--- src/rtl/sram_arbiter_if.sv ---
// Request/response and SRAM signal bundle for sram_arbiter.
// The arbiter uses the slave view; requesters and the SRAM model use the master view.
interface sram_arbiter_if #(
  parameter int ADDR_W = 32,
  parameter int DATA_W = 32
);
  logic              if_req_valid_i;
  logic              if_req_ready_o;
  logic [ADDR_W-1:0] if_addr_i;
  logic              if_resp_valid_o;
  logic              if_resp_ready_i;
  logic [DATA_W-1:0] if_data_o;

  logic              ls_req_valid_i;
  logic              ls_req_ready_o;
  logic [ADDR_W-1:0] ls_addr_i;
  logic              ls_resp_valid_o;
  logic              ls_resp_ready_i;
  logic [DATA_W-1:0] ls_data_o;

  logic              sram_enable_o;
  logic [ADDR_W-1:0] sram_addr_o;
  logic [DATA_W-1:0] sram_data_i;

  logic              busy_o;

  modport slave (
    input  if_req_valid_i, if_addr_i, if_resp_ready_i,
    output if_req_ready_o, if_resp_valid_o, if_data_o,
    input  ls_req_valid_i, ls_addr_i, ls_resp_ready_i,
    output ls_req_ready_o, ls_resp_valid_o, ls_data_o,
    output sram_enable_o, sram_addr_o,
    input  sram_data_i,
    output busy_o
  );

  modport master (
    output if_req_valid_i, if_addr_i, if_resp_ready_i,
    input  if_req_ready_o, if_resp_valid_o, if_data_o,
    output ls_req_valid_i, ls_addr_i, ls_resp_ready_i,
    input  ls_req_ready_o, ls_resp_valid_o, ls_data_o,
    input  sram_enable_o, sram_addr_o,
    output sram_data_i,
    input  busy_o
  );
endinterface

--- src/rtl/sram_arbiter.sv ---
// Round-robin arbiter sharing one single-read-port SRAM between the IF and LS ports.
// Each transaction is grant (IDLE) -> capture (WAIT) -> hold response (RESP).
module sram_arbiter #(
  parameter int ADDR_W = 32,
  parameter int DATA_W = 32
) (
  input  logic           clk_i,
  input  logic           rst_i,
  sram_arbiter_if.slave  bus
);

  typedef enum logic [1:0] {
    ST_IDLE = 2'd0,
    ST_WAIT = 2'd1,
    ST_RESP = 2'd2
  } state_e;

  typedef enum logic {
    PORT_IF = 1'b0,
    PORT_LS = 1'b1
  } port_e;

  state_e            state_q, state_d;
  port_e             owner_q, owner_d;
  port_e             last_grant_q, last_grant_d;
  logic [DATA_W-1:0] resp_data_q, resp_data_d;

  port_e             grant;
  logic              grant_valid;
  logic              owner_accepts;

  logic              if_req_ready;
  logic              ls_req_ready;
  logic              if_resp_valid;
  logic              ls_resp_valid;
  logic              sram_enable;
  logic [ADDR_W-1:0] sram_addr;

  // Round-robin pick: on a tie the port that did not win last time goes next.
  always_comb begin
    grant_valid = 1'b0;
    grant       = PORT_IF;
    if (bus.if_req_valid_i && bus.ls_req_valid_i) begin
      grant_valid = 1'b1;
      grant       = (last_grant_q == PORT_IF) ? PORT_LS : PORT_IF;
    end else if (bus.if_req_valid_i) begin
      grant_valid = 1'b1;
      grant       = PORT_IF;
    end else if (bus.ls_req_valid_i) begin
      grant_valid = 1'b1;
      grant       = PORT_LS;
    end
  end

  assign owner_accepts = (owner_q == PORT_IF) ? bus.if_resp_ready_i
                                              : bus.ls_resp_ready_i;

  // NOTE: every signal assigned in this block gets a default first, so no
  // path through the case statement can leave it unassigned and infer a latch.
  always_comb begin
    state_d       = state_q;
    owner_d       = owner_q;
    last_grant_d  = last_grant_q;
    resp_data_d   = resp_data_q;
    if_req_ready  = 1'b0;
    ls_req_ready  = 1'b0;
    if_resp_valid = 1'b0;
    ls_resp_valid = 1'b0;
    sram_enable   = 1'b0;
    sram_addr     = '0;

    unique case (state_q)
      ST_IDLE: begin
        // Gated by rst_i so the outputs stay quiet while reset is held.
        if (grant_valid && !rst_i) begin
          sram_enable  = 1'b1;
          owner_d      = grant;
          last_grant_d = grant;
          state_d      = ST_WAIT;
          if (grant == PORT_IF) begin
            if_req_ready = 1'b1;
            sram_addr    = bus.if_addr_i;
          end else begin
            ls_req_ready = 1'b1;
            sram_addr    = bus.ls_addr_i;
          end
        end
      end

      ST_WAIT: begin
        // The SRAM clears its output one cycle after the read, so grab it now.
        resp_data_d = bus.sram_data_i;
        state_d     = ST_RESP;
      end

      ST_RESP: begin
        if_resp_valid = (owner_q == PORT_IF);
        ls_resp_valid = (owner_q == PORT_LS);
        if (owner_accepts) begin
          state_d = ST_IDLE;
        end
      end

      default: begin
        state_d = ST_IDLE;
      end
    endcase
  end

  // NOTE: state is updated with non-blocking assignments so every flop
  // samples the values from before this edge, independent of statement order.
  always_ff @(posedge clk_i or posedge rst_i) begin
    if (rst_i) begin
      state_q      <= ST_IDLE;
      owner_q      <= PORT_IF;
      last_grant_q <= PORT_LS;
      resp_data_q  <= '0;
    end else begin
      state_q      <= state_d;
      owner_q      <= owner_d;
      last_grant_q <= last_grant_d;
      resp_data_q  <= resp_data_d;
    end
  end

  assign bus.if_req_ready_o  = if_req_ready;
  assign bus.ls_req_ready_o  = ls_req_ready;
  assign bus.if_resp_valid_o = if_resp_valid;
  assign bus.ls_resp_valid_o = ls_resp_valid;
  assign bus.if_data_o       = resp_data_q;
  assign bus.ls_data_o       = resp_data_q;
  assign bus.sram_enable_o   = sram_enable;
  assign bus.sram_addr_o     = sram_addr;
  assign bus.busy_o          = (state_q != ST_IDLE);

endmodule
--- src/flat_wrapper.sv ---
// flat-port wrapper written by rule: the top's interface ports become plain ports
module sram_arbiter_flat 
#(
  parameter int ADDR_W = 32,
  parameter int DATA_W = 32
)
  (clk_i, rst_i, bus_if_req_valid_i, bus_if_addr_i, bus_if_resp_ready_i, bus_if_req_ready_o, bus_if_resp_valid_o, bus_if_data_o, bus_ls_req_valid_i, bus_ls_addr_i, bus_ls_resp_ready_i, bus_ls_req_ready_o, bus_ls_resp_valid_o, bus_ls_data_o, bus_sram_enable_o, bus_sram_addr_o, bus_sram_data_i, bus_busy_o);
  sram_arbiter_if #(.ADDR_W(ADDR_W), .DATA_W(DATA_W)) bus_i ();
  input  logic clk_i;
  input  logic rst_i;
  input wire logic [$bits(bus_i.if_req_valid_i)-1:0] bus_if_req_valid_i;
  input wire logic [$bits(bus_i.if_addr_i)-1:0] bus_if_addr_i;
  input wire logic [$bits(bus_i.if_resp_ready_i)-1:0] bus_if_resp_ready_i;
  output wire logic [$bits(bus_i.if_req_ready_o)-1:0] bus_if_req_ready_o;
  output wire logic [$bits(bus_i.if_resp_valid_o)-1:0] bus_if_resp_valid_o;
  output wire logic [$bits(bus_i.if_data_o)-1:0] bus_if_data_o;
  input wire logic [$bits(bus_i.ls_req_valid_i)-1:0] bus_ls_req_valid_i;
  input wire logic [$bits(bus_i.ls_addr_i)-1:0] bus_ls_addr_i;
  input wire logic [$bits(bus_i.ls_resp_ready_i)-1:0] bus_ls_resp_ready_i;
  output wire logic [$bits(bus_i.ls_req_ready_o)-1:0] bus_ls_req_ready_o;
  output wire logic [$bits(bus_i.ls_resp_valid_o)-1:0] bus_ls_resp_valid_o;
  output wire logic [$bits(bus_i.ls_data_o)-1:0] bus_ls_data_o;
  output wire logic [$bits(bus_i.sram_enable_o)-1:0] bus_sram_enable_o;
  output wire logic [$bits(bus_i.sram_addr_o)-1:0] bus_sram_addr_o;
  input wire logic [$bits(bus_i.sram_data_i)-1:0] bus_sram_data_i;
  output wire logic [$bits(bus_i.busy_o)-1:0] bus_busy_o;
  assign bus_i.if_req_valid_i = bus_if_req_valid_i;
  assign bus_i.if_addr_i = bus_if_addr_i;
  assign bus_i.if_resp_ready_i = bus_if_resp_ready_i;
  assign bus_if_req_ready_o = bus_i.if_req_ready_o;
  assign bus_if_resp_valid_o = bus_i.if_resp_valid_o;
  assign bus_if_data_o = bus_i.if_data_o;
  assign bus_i.ls_req_valid_i = bus_ls_req_valid_i;
  assign bus_i.ls_addr_i = bus_ls_addr_i;
  assign bus_i.ls_resp_ready_i = bus_ls_resp_ready_i;
  assign bus_ls_req_ready_o = bus_i.ls_req_ready_o;
  assign bus_ls_resp_valid_o = bus_i.ls_resp_valid_o;
  assign bus_ls_data_o = bus_i.ls_data_o;
  assign bus_sram_enable_o = bus_i.sram_enable_o;
  assign bus_sram_addr_o = bus_i.sram_addr_o;
  assign bus_i.sram_data_i = bus_sram_data_i;
  assign bus_busy_o = bus_i.busy_o;
  sram_arbiter #(.ADDR_W(ADDR_W), .DATA_W(DATA_W)) u_core (.clk_i(clk_i), .rst_i(rst_i), .bus(bus_i));
endmodule
--- config.mk ---
export PLATFORM = sky130hd
export DESIGN_NAME = sram_arbiter_flat
export DESIGN_NICKNAME = d
export VERILOG_FILES = /design/src/rtl/sram_arbiter_if.sv /design/src/rtl/sram_arbiter.sv /design/src/flat_wrapper.sv
export SDC_FILE = /design/constraint.sdc
export NUM_CORES = 1
export LEC_CHECK = 0
export BUFFER_PORTS_ARGS = -buffer_cell sky130_fd_sc_hd__buf_2
export CORE_AREA = 2 2 79 81
export CTS_CLUSTER_SIZE = 25
export DETAILED_ROUTE_END_ITERATION = 12
export DIE_AREA = 0 0 81 83
export GPL_TIMING_DRIVEN = 1
export PLACE_DENSITY_LB_ADDON = 0.3
export SYNTH_ARGS = -nofsm -noshare
export SYNTH_HDL_FRONTEND = slang
export SYNTH_SLANG_ARGS = --single-unit
--- constraint.sdc ---
create_clock -name clk_i -period 3.6 [get_ports clk_i]
set_input_delay 0.36 -clock clk_i [delete_from_list [all_inputs] [get_ports clk_i]]
set_output_delay 0.36 -clock clk_i [all_outputs]
set_load 0.02 [all_outputs]
==> results.md <==
- Final setup fails: 0
- Final Instance Count excl. Fillers: 408
- Max IR drop VDD: 709 uV
- Routed Antenna Nets: 0
- Type of the most critical hold path: in -> async
- Routed length per instance: 15.2 um
- Post-Place Cells: 400
- Quantity of I/O buffers inserted on ports: 203
- Yosys cell types: 21
- Setup CP Type: reg -> out
- Largest net degree at the start of global routing: 35
- Die Wd: 81 um
- Crit. End Element: output pin
- Dpl hpwl: 5.06 mm
- DRC: 0
- RSZ-0062 raised after global routing: false
- Seq/Total Area, Yosys: 0.424
- Hold_buf cts: 0
- Total number of vias: 1865
- Post-layout min period: 2.71 ns
- Syn_area_per_cell: 13.1 um^2
- Resized Gates After CTS: 0
- Postcts setup bufs: 0
- H-tree depth: 2
- Skew final: 0.00609 ns
- Arrival @ worst endpoint: 2.35 ns
- DIE AREA: 6720 um^2
- Fin crit share: 0.753
- Layout cells sized above 1: 0.757
- Yosys Warn Count: 0
- Setup TNS: 0 ns
- Vias per cell: 4.57
- Core Footprint: 5820 um^2
- Worst Path Buf+Inv: 1
- Final-layout fill cell count: 547
- Critical Path RT: 3.24 ns
- Std-Cell Rows: 28
- Cell Chain, Critical Path: nor3_2 -> and3_1 -> a22o_2 -> buf_2
- Initial Util: 0.366
- Endpoints failing hold: 0
- Tot Pwr: 2.69 mW
- Slew @ Worst Pin: 1.17 ns
- Slew HR: 0.222
- TritonCTS Sinks: 36
- Final Core Density: 0.511
- Critical Path Start: u_core.state_q[1]
- Max Clock Freq: 369 MHz
- DR iter-0 viols: 68
- GRT Total Usage: 0.172
- Area Growth Syn to Fin: 39.4%
- Final GP Congestion: 0.696
- Final net count: 434
- Mapped Cells: 163
- Pwr Density: 906 nW/um^2
- CP max FO: 34
- Clock latency on the worst-skew pair: 0.28 ns
- Clock slew at reported path FFs: 0.07 ns
- FF-to-FF Start: u_core.state_q[1]
- Initial antenna violation count: 0
- WL final: 6.21 mm
- Vias in the first global route: 1701
- #FFs+latches synth: 36
- Family with the most delay on the worst path: simple AND/OR/NAND/NOR gates
- Crit start category: flop
- Longest Clk Path Bufs: 2
- Diode count: 0
- Total grt overflow: 0
- Synthesized cell area: 2130 um^2
- First-pass GRT wire length: 8.80 mm
- Final Slew Violations: 0
- Num CTS Buffers: 5
- CTS tree: yes
- Max cap viols: 0
- Critical Path Max Stage Delay: 0.97 ns
- Status: completed
- Clock tree root buffer cell: clkbuf_8
- Net Count, Synth: 265
- Detailed Routing Iterations Pass 1: 4
- Critical Path Slowest Stage Cell: and3_1
- Pleak: 1.76 nW
- Ports: 204
- Die Y: 83 um
[cells in the final DEF, fill, tap and decap left out]
cell type	n
nor2_1	2
or2_2	1
and3_1	2
o21ai_0	2
clkbuf_8	6
or2b_1	1
nand2b_2	1
mux2_1	6
nand2_1	1
buf_2	203
mux2_2	7
nor3_2	1
clkinv_2	1
mux2_4	20
a21o_2	2
dfrtp_1	35
buf_4	3
a22o_1	27
nand2b_1	1
dfstp_2	1
inv_6	1
a22o_2	5
inv_1	4
[flip-flops by register name (all words and copies together) (netlist names)]
| name | cells |
|---|---|
| u_core.state_q | 2 |
| u_core.last_grant_q | 1 |
| u_core.bus.if_data_o | 32 |
| u_core.owner_q | 1 |
[synth_stat cells]
| master | instances | area (um^2) |
|---|---|---|
| dfrtp_1 | 35 | 876 |
| buf_4 | 33 | 248 |
| a22o_1 | 27 | 236 |
| mux2_4 | 20 | 300 |
| buf_6 | 7 | 78.8 |
| mux2_2 | 7 | 78.8 |
| mux2_1 | 6 | 67.6 |
| a22o_2 | 5 | 50.1 |
| inv_1 | 4 | 15.0 |
| buf_12 | 3 | 60.1 |
| a21o_2 | 2 | 17.5 |
| and3_1 | 2 | 12.5 |
| nand2b_1 | 2 | 12.5 |
| nor2_1 | 2 | 7.51 |
| o21ai_0 | 2 | 10.0 |
| buf_2 | 1 | 5.00 |
| dfstp_2 | 1 | 26.3 |
| nand2_1 | 1 | 3.75 |
| nor3_2 | 1 | 10.0 |
| or2_2 | 1 | 6.26 |
| or2b_1 | 1 | 7.51 |
[report_power, final]
group / internal (mW) / total (mW) / switching (mW)
logic: 0.677 / 1.61 / 0.936
clock network: 0.156 / 0.301 / 0.145
registers: 0.615 / 0.778 / 0.163
total: 1.45 / 2.69 / 1.24
[per-stage QoR]
stage	worst slack [ns]	instance area, um^2	hold WS [ns]
2_1_floorplan	1.95	2130	0.492
3_3_place_gp	1.20	2870	0.494
3_5_place_dp	1.13	2870	0.504
4_1_cts	0.862	2970	0.216
5_1_grt	0.732	2970	0.254
6_report	0.888	2970	0.199
[cell type report]
type	instances	area, um^2	area share
timing repair buffer	206	1040	0.350
sequential	36	902	0.304
multi-input combinational	79	823	0.277
tap	75	93.8	0.0316
clock buffer	6	82.6	0.0278
inverter	4	15.0	0.00506
clock inverter	2	13.8	0.00464
[cell families (layout without fill, tap and decap cells)]
logic type | count (synthesis) | count (layout) | share of synthesized area
multiplexers | 33 | 33 | 0.210
flip-flops | 36 | 36 | 0.424
AND/OR/NAND/NOR | 10 | 10 | 0.0282
buffers and inverters | 48 | 218 | 0.191
AO/OA/AOI/OAI | 36 | 36 | 0.147
[worst reg2reg max path, stage by stage (launching register included)]
cell	delay (ns)
dfrtp_1	0.42
nor3_2	0.20
and3_1	0.97
buf_4	0.25
a21o_2	0.08
[layer usage]
| metal | wire [um] | share of wire | GRT usage |
|---|---|---|---|
| met5 | 0 | 0 | 0 |
| met4 | 46 | 0.0074 | 0.0370 |
| met3 | 685 | 0.11 | 0.0457 |
| met2 | 3440 | 0.55 | 0.345 |
| met1 | 2040 | 0.33 | 0.168 |
[final timing paths]
check | end | slack, ns | cells after the start
hold reg to reg | u_core.bus.if_data_o[17] | 0.51 | 1
setup / recovery | bus_sram_addr_o[2] | 0.89 | 4
max in group asynchronous | u_core.bus.if_data_o[29] | 2.69 | 3
setup reg to reg | u_core.owner_q | 1.61 | 4
min in group clk_i | u_core.bus.if_data_o[17] | 0.29 | 2
hold / removal | u_core.bus.if_data_o[15] | 0.20 | 2
Power figures use the tool's default switching activity.
